===== config.mk =====
export PLATFORM = sky130hd
export DESIGN_NAME = vga_timing
export DESIGN_NICKNAME = d
export VERILOG_FILES = /design/src/rtl/vga_timing_pkg.sv /design/src/rtl/vga_timing_pix_en_div.sv /design/src/rtl/vga_timing.sv
export SDC_FILE = /design/constraint.sdc
export NUM_CORES = 1
export LEC_CHECK = 0
export ABC_AREA = 1
export CAP_MARGIN = 20
export CORE_ASPECT_RATIO = 2
export CORE_MARGIN = 2
export CORE_UTILIZATION = 40
export DETAILED_ROUTE_END_ITERATION = 10
export GPL_TIMING_DRIVEN = 1
export HOLD_SLACK_MARGIN = 0.1
export SLEW_MARGIN = 25
export SYNTH_ARGS = -nofsm -noshare
export SYNTH_HDL_FRONTEND = slang
export SYNTH_SLANG_ARGS = --single-unit

===== constraint.sdc =====
create_clock -name clk -period 2.2 [get_ports clk]
set_input_delay 0.44 -clock clk [delete_from_list [all_inputs] [get_ports clk]]
set_output_delay 0.44 -clock clk [all_outputs]
set_load 0.01 [all_outputs]

===== src/rtl/vga_timing_pkg.sv =====
// Shared raster-timing definitions: counter widths, default 640x480@60 timing,
// the registered flag bundle and a window-decode helper.
package vga_timing_pkg;

    localparam int unsigned CNT_W     = 11;   // hcount/vcount width
    localparam int unsigned CMP_W     = 12;   // compare width; a window end may equal 2048
    localparam int unsigned MAX_TOTAL = 2048;

    // Default 640x480@60 timing
    localparam int unsigned VGA_H_ACTIVE = 640;
    localparam int unsigned VGA_H_FP     = 16;
    localparam int unsigned VGA_H_SYNC   = 96;
    localparam int unsigned VGA_H_BP     = 48;
    localparam int unsigned VGA_V_ACTIVE = 480;
    localparam int unsigned VGA_V_FP     = 10;
    localparam int unsigned VGA_V_SYNC   = 2;
    localparam int unsigned VGA_V_BP     = 33;

    typedef struct packed {
        logic hsync;
        logic vsync;
        logic hblank;
        logic vblank;
    } vga_flags_t;

    // True when start <= pos < stop
    function automatic logic in_window(input logic [CMP_W-1:0] pos,
                                       input logic [CMP_W-1:0] start,
                                       input logic [CMP_W-1:0] stop);
        return (pos >= start) && (pos < stop);
    endfunction

endpackage


===== src/rtl/vga_timing_pix_en_div.sv =====
// Pixel-enable divider: en is a one-clk strobe once every CLK_DIV clks.
// Ports: clk, rst (sync, active-high), en (registered strobe).
module pix_en_div #(
    parameter int unsigned CLK_DIV = 2
) (
    input  logic clk,
    input  logic rst,
    output logic en
);

    localparam int unsigned DIV_W = (CLK_DIV > 1) ? $clog2(CLK_DIV) : 1;
    localparam logic [DIV_W-1:0] DIV_LAST = DIV_W'(CLK_DIV - 1);

    logic [DIV_W-1:0] div_cnt;

    // en is registered on the edge where div_cnt wraps; CLK_DIV=1 keeps it at 1
    always_ff @(posedge clk) begin
        if (rst) begin
            div_cnt <= '0;
            en      <= 1'b0;
        end else begin
            en <= (div_cnt == DIV_LAST);
            if (div_cnt == DIV_LAST) begin
                div_cnt <= '0;
            end else begin
                div_cnt <= div_cnt + DIV_W'(1);
            end
        end
    end

endmodule


===== src/rtl/vga_timing.sv =====
// Raster timing generator: pixel-enable divider, h/v counters and registered
// sync/blank/frame_start flags aligned with the counts.
// Ports: clk, rst (sync, active-high); pix_en strobe; hcount/vcount (11b);
// hsync/vsync (polarity by parameter); hblank/vblank/blank; frame_start pulse.
module vga_timing
    import vga_timing_pkg::*;
#(
    parameter int unsigned CLK_DIV   = 2,
    parameter int unsigned H_ACTIVE  = VGA_H_ACTIVE,
    parameter int unsigned H_FP      = VGA_H_FP,
    parameter int unsigned H_SYNC    = VGA_H_SYNC,
    parameter int unsigned H_BP      = VGA_H_BP,
    parameter int unsigned V_ACTIVE  = VGA_V_ACTIVE,
    parameter int unsigned V_FP      = VGA_V_FP,
    parameter int unsigned V_SYNC    = VGA_V_SYNC,
    parameter int unsigned V_BP      = VGA_V_BP,
    parameter logic        HSYNC_POL = 1'b0,
    parameter logic        VSYNC_POL = 1'b0
) (
    input  logic             clk,
    input  logic             rst,
    output logic             pix_en,
    output logic [CNT_W-1:0] hcount,
    output logic [CNT_W-1:0] vcount,
    output logic             hsync,
    output logic             vsync,
    output logic             hblank,
    output logic             vblank,
    output logic             blank,
    output logic             frame_start
);

    localparam int unsigned H_TOTAL = H_ACTIVE + H_FP + H_SYNC + H_BP;
    localparam int unsigned V_TOTAL = V_ACTIVE + V_FP + V_SYNC + V_BP;

    if (H_TOTAL > MAX_TOTAL || V_TOTAL > MAX_TOTAL) begin : g_bad_total
        $error("vga_timing: H_TOTAL/V_TOTAL must not exceed 2048");
    end
    if (CLK_DIV < 1) begin : g_bad_div
        $error("vga_timing: CLK_DIV must be at least 1");
    end

    localparam logic [CNT_W-1:0] H_LAST   = CNT_W'(H_TOTAL - 1);
    localparam logic [CNT_W-1:0] V_LAST   = CNT_W'(V_TOTAL - 1);
    localparam logic [CMP_W-1:0] HS_START = CMP_W'(H_ACTIVE + H_FP);
    localparam logic [CMP_W-1:0] HS_END   = CMP_W'(H_ACTIVE + H_FP + H_SYNC);
    localparam logic [CMP_W-1:0] VS_START = CMP_W'(V_ACTIVE + V_FP);
    localparam logic [CMP_W-1:0] VS_END   = CMP_W'(V_ACTIVE + V_FP + V_SYNC);
    localparam logic [CMP_W-1:0] H_ACT_C  = CMP_W'(H_ACTIVE);
    localparam logic [CMP_W-1:0] V_ACT_C  = CMP_W'(V_ACTIVE);

    logic [CNT_W-1:0] h_next;
    logic [CNT_W-1:0] v_next;
    logic             frame_wrap;
    vga_flags_t       flags_next;

    pix_en_div #(
        .CLK_DIV (CLK_DIV)
    ) u_div (
        .clk (clk),
        .rst (rst),
        .en  (pix_en)
    );

    // Next counts, plus flags decoded from them so registered flags line up with counts
    always_comb begin
        h_next     = hcount;
        v_next     = vcount;
        frame_wrap = 1'b0;
        if (pix_en) begin
            if (hcount == H_LAST) begin
                h_next = '0;
                if (vcount == V_LAST) begin
                    v_next     = '0;
                    frame_wrap = 1'b1;
                end else begin
                    v_next = vcount + CNT_W'(1);
                end
            end else begin
                h_next = hcount + CNT_W'(1);
            end
        end
        flags_next.hsync  = in_window({1'b0, h_next}, HS_START, HS_END) ? HSYNC_POL : ~HSYNC_POL;
        flags_next.vsync  = in_window({1'b0, v_next}, VS_START, VS_END) ? VSYNC_POL : ~VSYNC_POL;
        flags_next.hblank = ({1'b0, h_next} >= H_ACT_C);
        // vblank depends on vcount only, so it cannot toggle mid-line
        flags_next.vblank = ({1'b0, v_next} >= V_ACT_C);
    end

    // Count and flag registers; reset restarts at (0,0) without a frame_start pulse
    always_ff @(posedge clk) begin
        if (rst) begin
            hcount      <= '0;
            vcount      <= '0;
            hsync       <= ~HSYNC_POL;
            vsync       <= ~VSYNC_POL;
            hblank      <= 1'b0;
            vblank      <= 1'b0;
            blank       <= 1'b0;
            frame_start <= 1'b0;
        end else begin
            hcount      <= h_next;
            vcount      <= v_next;
            hsync       <= flags_next.hsync;
            vsync       <= flags_next.vsync;
            hblank      <= flags_next.hblank;
            vblank      <= flags_next.vblank;
            blank       <= flags_next.hblank | flags_next.vblank;
            frame_start <= frame_wrap;
        end
    end

endmodule

Word-level counts from Yosys, hierarchy flattened
Index checks and enable logic that the tools add are counted.
{"block": "word_totals", "input_bits": 2, "elab_cells": 36, "reg_bits": 30, "output_inout_bits": 29}
{"block": "classes", "n_addsub": 3, "reduce_logical": 4, "eq_ne": 2, "order_cmp": 6, "muxes": 8, "n_bitwise": 3}
{"cell": "11-bit 2-to-1 mux", "n": 5}
{"cell": "11-bit by 1-bit adder with 11-bit output (second input constant)", "n": 2}
{"cell": "11-bit by 10-bit equality test with 1-bit output (second input constant)", "n": 2}
{"cell": "11-bit by 10-bit greater-or-equal comparator with 1-bit output (second input constant)", "n": 2}
{"cell": "11-bit by 9-bit greater-or-equal comparator with 1-bit output (second input constant)", "n": 2}
{"cell": "11-bit by 10-bit < comparator with 1-bit output (second input constant)", "n": 1}
{"cell": "11-bit by 9-bit < comparator with 1-bit output (second input constant)", "n": 1}
{"cell": "1-bit 2-to-1 mux", "n": 3}
{"cell": "3-bit OR reduction", "n": 1}
{"cell": "1-bit logical AND", "n": 2}
{"cell": "1-bit inverter", "n": 2}
{"cell": "2-bit OR reduction", "n": 1}
{"cell": "1-bit adder (second input constant)", "n": 1}
{"cell": "1-bit OR", "n": 1}

Logic depth before layout (Yosys ltp)
Gate-level depths: netlist (run 1).
{"block": "depth", "ltp_word": 7, "ltp_mapped": 15, "depth_no_buf": 14}

Cells and area by module
From an unflattened synthesis (run 1), not the netlist that was laid out.
{"block": "unflattened", "hier_cells": 252, "area_unflattened_um2": 1614.0}
{"module": "vga_timing", "n_inst": 1, "cells_per_inst": 247, "area_per_inst_um2": 1560.2, "seq_area_each_um2": 560.5}
{"module": "pix_en_div", "n_inst": 1, "cells_per_inst": 5, "area_per_inst_um2": 53.8, "seq_area_each_um2": 40.0}

Worst setup path after synthesis (run 1)
Ideal clock, no wire load.
{"block": "synth_timing", "kind": "register to register", "start": "register vcount[0]", "end": "register vsync", "arrival_time_ns": 1.676, "stages_incl_launch_ff": 13, "path_slack_ns": 0.403, "period_less_slack_ns": 1.797, "required_time_ns": 2.079, "setup_ns": 0.121, "cell_sequence": "dfxtp_1 ha_1 inv_1 nor3_1 inv_1 nor2_1 nand4_1 nand2_1 nand2_1 nor2_2 nand2_1 nor2_1 nand3_1"}
{"block": "synth_via", "elab_chain_len": 7}
{"element": "start: declaration", "line": "vga_timing.sv:24", "text": "output logic [CNT_W-1:0] vcount,"}
{"element": "start signal: assignment", "line": "vga_timing.sv:103", "text": "vcount <= v_next;"}
{"element": "11-bit by 1-bit adder with 11-bit output or 11-bit by 10-bit equality test with 1-bit output (tied branches)", "line": "vga_timing.sv:77, vga_timing.sv:73"}
{"element": "11-bit 2-to-1 mux", "line": "vga_timing.sv:73", "text": "if (vcount == V_LAST) begin"}
{"element": "11-bit 2-to-1 mux", "line": "vga_timing.sv:71", "text": "if (hcount == H_LAST) begin"}
{"element": "11-bit 2-to-1 mux *", "line": "vga_timing.sv:70", "text": "if (pix_en) begin"}
{"element": "11-bit by 9-bit greater-or-equal comparator with 1-bit output or 11-bit by 9-bit < comparator with 1-bit output (tied branches)", "line": "vga_timing_pkg.sv:30", "text": "return (pos >= start) && (pos < stop);"}
{"element": "1-bit logical AND *", "line": "vga_timing_pkg.sv:30"}
{"element": "1-bit 2-to-1 mux *", "line": "vga_timing.sv:84", "text": "flags_next.vsync = in_window({1'b0, v_next}, VS_START, VS_END) ? VSYNC_POL : ~VSYNC_POL;"}
{"element": "end signal: assignment", "line": "vga_timing.sv:96", "text": "vsync <= ~VSYNC_POL;"}
{"element": "end signal: assignment", "line": "vga_timing.sv:105", "text": "vsync <= flags_next.vsync;"}
{"element": "end: declaration", "line": "vga_timing.sv:26", "text": "output logic vsync,"}
Mark *: on every way between the ends. The rest lies on a longest branch, timed or not.
A chain may end at the register's enable or synchronous reset.

Worst setup path after layout (run 1)
{"block": "layout_timing", "start": "register hcount[1]", "end": "register vsync"}
{"block": "layout_via", "elab_chain_len": 6}
{"element": "start: declaration", "line": "vga_timing.sv:23", "text": "output logic [CNT_W-1:0] hcount,"}
{"element": "start signal: assignment", "line": "vga_timing.sv:102", "text": "hcount <= h_next;"}
{"element": "11-bit by 10-bit equality test with 1-bit output *", "line": "vga_timing.sv:71"}
{"element": "11-bit 2-to-1 mux *", "line": "vga_timing.sv:71"}
{"element": "11-bit 2-to-1 mux *", "line": "vga_timing.sv:70"}
{"element": "11-bit by 9-bit greater-or-equal comparator with 1-bit output or 11-bit by 9-bit < comparator with 1-bit output (tied branches)", "line": "vga_timing_pkg.sv:30"}
{"element": "1-bit logical AND *", "line": "vga_timing_pkg.sv:30"}
{"element": "1-bit 2-to-1 mux *", "line": "vga_timing.sv:84"}
Marks and branches as above.

==> results of run 1 <==
metal layers:
metal	part of all wire, %	GRT usage [%]	wire, um	vias up
met5	0	0	0	-
li1	-	-	-	884
met1	37	20.1	1640	800
met4	4.3	12.0	191	0
met2	56	39.2	2510	31
met3	2.5	3.45	111	15
what timing repair did:
| action | in CTS | in global routing |
|---|---|---|
| hold endpoints to repair | 0 | 0 |
| setup endpoints to repair | 0 | 3 |
| resized for setup | 0 | 3 |
| setup buffers | 0 | 0 |
per-stage QoR:
step | hold slack (ns) | utilization [%] | instance area [um^2]
floorplan | 0.393 | - | 1660
global placement | 0.402 | 50.5 | 2040
detailed placement | 0.410 | 50.5 | 2040
CTS | 0.420 | 52.8 | 2130
global route | 0.440 | 53.1 | 2150
finish | 0.414 | 53.1 | 2150
cells in the final DEF (no fill, tap or decap), types with 4 or more instances in the layout:
cell type        instances
o21ai_0                  5
nor3_1                   7
buf_4                    6
clkdlybuf4s50_1         30
dfxtp_1                 29
inv_1                   36
nand4_1                 13
nand3_1                 23
clkbuf_8                 6
nor2_1                  47
nor2_2                   4
nand2_1                 57
worst max-delay path, delay by kind of cell, from the launching register on:
kind / cells / cell delay (ns)
buffers and inverters: 3 / 0.34
flip-flops: 1 / 0.38
AND/OR/NAND/NOR: 11 / 0.92
adder cells (fa/ha/maj): 1 / 0.22
how the worst max path moves through the flow:
stage | startpoint | slack, ns | end
after floorplan | vcount[0]$_SDFF_PP0_ | 0.40 | vsync$_SDFF_PP1_
after global placement | hcount[0]$_SDFF_PP0_ | 0.23 | vsync$_SDFF_PP1_
after detailed placement | hcount[0]$_SDFF_PP0_ | 0.22 | vsync$_SDFF_PP1_
after CTS | hcount[0]$_SDFF_PP0_ | 0.21 | vsync$_SDFF_PP1_
after global routing | hcount[1]$_SDFF_PP0_ | 0.007 | vsync$_SDFF_PP1_
final | hcount[1]$_SDFF_PP0_ | 0.23 | vsync$_SDFF_PP1_
cell families (layout without fill, tap and decap cells):
kind of cell	count (synthesis)	after routing	share of synthesized area [%]
buf+inv	46	84	11.0
xor+xnor	5	5	2.63
simple gates	163	163	45.0
flops	30	30	36.1
fa+ha+maj	3	3	2.26
compound gates	10	10	3.01
power by group through the flow:
stage               clock [mW]  sequential, mW  combinational (mW)
floorplan                    0           0.564              0.0210
global placement             0           0.563              0.0422
detailed placement           0           0.563              0.0419
CTS                      0.471           0.550              0.0421
global route             0.500           0.551              0.0456
finish                   0.463           0.551              0.0421
layout make-up:
cell class | count | area, um^2 | area share [%]
clock buffer | 7 | 86.3 | 4.02
clock inverter | 1 | 5.00 | 0.233
inverter | 40 | 151 | 7.05
multi-input combinational | 181 | 893 | 41.6
sequential | 30 | 602 | 28.0
tap | 52 | 65.1 | 3.03
timing repair buffer | 36 | 345 | 16.1
==> impl_metrics.csv, run 1 <==
group,metric,value,unit
run_status,status,"finished clean",
drt,wirelength,4460,um
clock_tree,cts_made_buffers,5,
worst_hold_path,whs_path_depth,1,
placement,dp_hpwl,3510,um
sta,period_needed,1.97,ns
clock_tree,clockBufferDepth,2,
power_and_ir_drop,design_power_total,1.06,mW
synthesis,syn_area_per_cell,6.48,um^2
drt,vias_per_cell,4.99,
synthesis,syn-cell-area,1660,um^2
sta,final_hold_viol_count,0,
sta,fmaxAchievable,508,MHz
sta,timing.final.crit_share,89.6,%
synthesis,yosysSeqAreaShare,36.1,%
setup_path,critical_path.cell_chain,"ha_1 -> nand2_1 -> inv_1 -> nand2_1 -> nor2_4 -> buf_4 -> nand3_1 -> nand2_1 -> nand2_1 -> nor2_2 -> nand3_2 -> inv_2 -> nand2_1 -> nor2_1 -> nand3_1",
cells_and_area,top_regs,"hcount: 11 flops, vcount: 11 flops",
synthesis,synth_nets,262,
power_and_ir_drop,pwr-share-clk,43.9,%
power_and_ir_drop,combPwrFrac,4.0,%
setup_path,cp.required,2.37,ns
sta,fin_ws,0.230,ns
synthesis,yosys.cell_types.count,27,
clock_tree,cts-hold-fix-buffers,0,
setup_path,r2r-start,"hcount[1]$_SDFF_PP0_",
floorplanning,core_area,4050,um^2
sta,final-setup-viol-count,0,
synthesis,ys.flop_type,"dfxtp_1",
setup_path,cp_common_cell,"nand2_1",
synthesis,yosys.area.top_type,"dfxtp_1",
clock_tree,path_clk_slew,0.07,ns
power_and_ir_drop,p_int,0.816,mW
drt,ant_nets,0,
job,cap_violations,0,
synthesis,synth_common_cells,"nand2_1 (57), nor2_1 (47), inv_1 (36), dfxtp_1 (30), nand3_1 (23)",
sta,slew_viol_final,0,
floorplanning,start_util,41.1,%
setup_path,cp_max_fo,11,
worst_hold_path,min-delay-start,"u_div.div_cnt$_SDFF_PP0_",
synthesis,synth_area_leaders,"dfxtp_1 (36%), nand2_1 (13%), nor2_1 (11%)",
placement,placedCellCount,339,
drt,drt_iter0_markers,31,
drt,drc,0,
sta,slew_headroom,77.2,%
synthesis,synth_edf_count,0,
drt,dr.pass1.iters,4,
clock_tree,h-tree-depth,2,
synthesis,synthCells,257,
clock_tree,cts_tree,"yes",
setup_path,reg2reg_to,"vsync$_SDFF_PP1_",
cells_and_area,stdcell_count,347,
setup_path,timing_worst_setup_path_type,"reg2reg",
cells_and_area,layout-area-overhead-vs-synth,29.1,%
global_routing,track_usage,20.6,%
synthesis,async_flop_share,0,%
power_and_ir_drop,power_leakage,0.872,nW
synthesis,synth.ff_latch_count,30,
setup_path,r2r_slack,0.23,ns
power_and_ir_drop,power_frac_seq,52.2,%
power_and_ir_drop,switching_share,22.7,%
sta,tightest_slew,0.341,ns
worst_hold_path,hp-class,"reg2reg",
drt,wl_per_cell,12.8,um
cells_and_area,diodes,0,
clock_tree,cts.sinks,30,
clock_tree,clock_latency,0.28,ns
sta,rsz0062_at_grt,"false",
floorplanning,ios,31,
cells_and_area,n_fill_cell,442,
cells_and_area,drive_above_1_share,10.8,%
setup_path,end_kind,"flop",
setup_path,critPathSlowestCell,"dfxtp_1",
sta,worst_clock_skew,0.00702,ns
setup_path,worst_ep_arrival_time,2.14,ns
power_and_ir_drop,ir_drop,0.361,mV
global_routing,grt_pass1_wl,7310,um
floorplanning,fp.dieArea,4720,um^2
drt,dr_total_vias,1730,
global_routing,antenna_found_initial,0,
power_and_ir_drop,p_sw,0.240,mW
synthesis,synth.most_common_cell,"nand2_1",
setup_path,r2r_cells,15,
cells_and_area,num-nets-final,299,
worst_hold_path,hold_end,"u_div.div_cnt$_SDFF_PP0_",
floorplanning,die_y,95.2,um
synthesis,yosysTopAreaCellShare,36.1,%
placement,port_buffers,30,
power_and_ir_drop,powerDensity,491,nW/um^2
floorplanning,die_w,49.6,um
placement,gp_congestion,0.857,
synthesis,ys_warn_count,0,
global_routing,grt_max_degree,16,
global_routing,grt_pass1_vias,1644,
floorplanning,placementRows,33,
sta,fin_setup_tns,0,ns
clock_tree,clockRootBuffer,"clkbuf_8",
setup_path,cp-start-kind,"flop",
global_routing,overflow,0,
setup_path,cpPeakStageDelay,0.38,ns
placement,pre_cts_slack,0.224,ns
(Power assumes the default switching activity.)
==> run 2: changes to the inputs <==
Settings changed: CORE_UTILIZATION 40 to 51, PLACE_DENSITY set to 0.78.
==> run 2 against run 1 <==
Against the previous run: sequential share of layout area up 0.62 points; maximum frequency is 1.5% lower; critical endpoint is now blank$_SDFF_PP0_; final cell count shrank 6.6%; design area down 2.2%; largest power group unchanged; via count shrank 0.75%; combinational power down 3%.
==> impl_metrics.csv, run 2 (synthesis results as in run 1) <==
group,metric,value,unit
run_status,status,"finished clean",
drt,wl_per_cell,12.8,um
setup_path,cp-start-kind,"flop",
drt,drc,0,
job,cap_violations,0,
sta,fin_setup_tns,0,ns
placement,gp_congestion,0.944,
sta,worst_clock_skew,0.00562,ns
drt,vias_per_cell,5.30,
power_and_ir_drop,switching_share,23.2,%
global_routing,grt_pass1_vias,1608,
cells_and_area,layout-area-overhead-vs-synth,26.3,%
global_routing,antenna_found_initial,0,
sta,slew_viol_final,0,
clock_tree,path_clk_slew,0.07,ns
floorplanning,start_util,52.7,%
floorplanning,die_y,84.8,um
cells_and_area,mostFrequentLayoutCells,"nand2_1 (57), nor2_1 (47), inv_1 (36)",
setup_path,critical_path.cell_chain,"ha_2 -> inv_1 -> nor3_2 -> inv_1 -> nor2_1 -> nand4_1 -> nand2_1 -> nand2_1 -> o21ai_1 -> o21ai_1",
cells_and_area,stdcell_count,324,
clock_tree,cts_made_buffers,5,
placement,dpl-instance-area,2010,um^2
cells_and_area,multi_input_area,893,um^2
setup_path,end_kind,"flop",
cells_and_area,mostFrequentLayoutCell,"nand2_1",
sta,period_needed,2.00,ns
setup_path,cpPeakStageDelay,0.38,ns
setup_path,r2r-start,"vcount[1]$_SDFF_PP0_",
power_and_ir_drop,p_int,0.775,mW
global_routing,grt_max_degree,24,
drt,wl_met1,1600,um
clock_tree,cts_tree,"yes",
floorplanning,fp.dieArea,3760,um^2
setup_path,cp.required,2.37,ns
drt,routed-wl-met2,2250,um
power_and_ir_drop,combPwrFrac,4.0,%
placement,dp_hpwl,3260,um
power_and_ir_drop,design_power_total,1.01,mW
sta,slew_headroom,76.6,%
sta,rsz0062_at_grt,"false",
worst_hold_path,hold_end,"u_div.en$_SDFF_PP0_",
cells_and_area,drive_above_1_share,10.9,%
floorplanning,ios,31,
drt,wirelength,4150,um
power_and_ir_drop,powerDensity,480,nW/um^2
cells_and_area,num-nets-final,298,
clock_tree,cts.sinks,30,
cells_and_area,design_area,2100,um^2
cells_and_area,n_fill_cell,295,
power_and_ir_drop,power_frac_seq,54.6,%
power_and_ir_drop,pwr-share-clk,41.4,%
sta,timing.final.crit_share,90.9,%
clock_tree,clockBufferDepth,2,
floorplanning,placementRows,29,
drt,route.met3.wl,105,um
global_routing,overflow,0,
clock_tree,cts-hold-fix-buffers,0,
drt,dr.pass1.iters,4,
sta,fmaxAchievable,500,MHz
cells_and_area,top_regs,"hcount: 11 flops, vcount: 11 flops",
setup_path,timing_worst_setup_path_type,"reg2reg",
setup_path,r2r_cells,10,
setup_path,critPathSlowestCell,"dfxtp_1",
global_routing,grt_pass1_wl,6960,um
setup_path,worst_ep_arrival_time,2.17,ns
power_and_ir_drop,p_sw,0.234,mW
drt,top_layer,"met4",
drt,drt_iter0_markers,26,
sta,final_hold_viol_count,0,
drt,ant_nets,0,
power_and_ir_drop,ir_drop,0.340,mV
floorplanning,core_area,3160,um^2
clock_tree,cts_setup_buffers,0,
worst_hold_path,whs_path_depth,2,
cells_and_area,register_area,602,um^2
clock_tree,clockRootBuffer,"clkbuf_8",
placement,placedCellCount,317,
drt,dr_total_vias,1717,
setup_path,reg2reg_to,"blank$_SDFF_PP0_",
clock_tree,h-tree-depth,2,
sta,final-setup-viol-count,0,
power_and_ir_drop,power_leakage,0.857,nW
cells_and_area,diodes,0,
worst_hold_path,hp-class,"reg2reg",
placement,port_buffers,30,
setup_path,r2r_slack,0.20,ns
worst_hold_path,min-delay-start,"u_div.div_cnt$_SDFF_PP0_",
sta,tightest_slew,0.347,ns
global_routing,track_usage,25.0,%
setup_path,cp_max_fo,4,
clock_tree,clock_latency,0.29,ns
floorplanning,die_w,44.4,um
==> run 2: stage by stage <==
| step | utilization [%] | worst slack (ns) | hold slack, ns |
|---|---|---|---|
| 2_1_floorplan | - | 0.403 | 0.393 |
| 3_3_place_gp | 63.7 | 0.0890 | 0.400 |
| 3_5_place_dp | 63.7 | 0.0355 | 0.418 |
| 4_1_cts | 66.2 | 0.0170 | 0.423 |
| 5_1_grt | 66.6 | 0.00347 | 0.442 |
| 6_report | 66.6 | 0.200 | 0.423 |
==> run 2: worst max path at each step <==
stage | from | to | slack [ns]
final | vcount[1]$_SDFF_PP0_ | blank$_SDFF_PP0_ | 0.20
after global routing | hcount[1]$_SDFF_PP0_ | vsync$_SDFF_PP1_ | 0.003
after CTS | vcount[0]$_SDFF_PP0_ | blank$_SDFF_PP0_ | 0.02
after detailed placement | vcount[0]$_SDFF_PP0_ | blank$_SDFF_PP0_ | 0.04
after global placement | vcount[0]$_SDFF_PP0_ | blank$_SDFF_PP0_ | 0.09
after floorplan | vcount[0]$_SDFF_PP0_ | vsync$_SDFF_PP1_ | 0.40
==> run 2: area by class of cell <==
type	count	share of cell area, %
clock buffer	5	3.27
inverter	40	7.20
multi-input combinational	181	42.5
tap	31	1.85
clock inverter	2	0.476
sequential	30	28.6
timing repair buffer	35	16.1
==> run 2: worst max-delay path, delay by kind of cell (launching register included) <==
kind,cells,cell delay [ns]
buf+inv,2,0.15
fa+ha+maj,1,0.25
simple gates,5,0.76
compound gates,2,0.34
flops,1,0.38
==> run 2: timing repair <==
| action | CTS | global route |
|---|---|---|
| gates resized for setup | 0 | 4 |
| endpoints found under the hold margin | 0 | 0 |
| endpoints found under the setup margin | 0 | 3 |
==> run 2: routing by layer <==
layer  vias to the layer above  track usage (%)
li1                        882                -
met1                       786             26.3
met2                        35             42.8
met5                         -                0
met3                        14             4.73
met4                         0             16.0
==> run 2: power by group through the flow <==
stage,registers [mW],clock network [mW],logic (mW)
6_report,0.551,0.418,0.0408
5_1_grt,0.551,0.440,0.0450
4_1_cts,0.551,0.422,0.0409
3_5_place_dp,0.563,0,0.0405
3_3_place_gp,0.563,0,0.0404
2_1_floorplan,0.564,0,0.0210
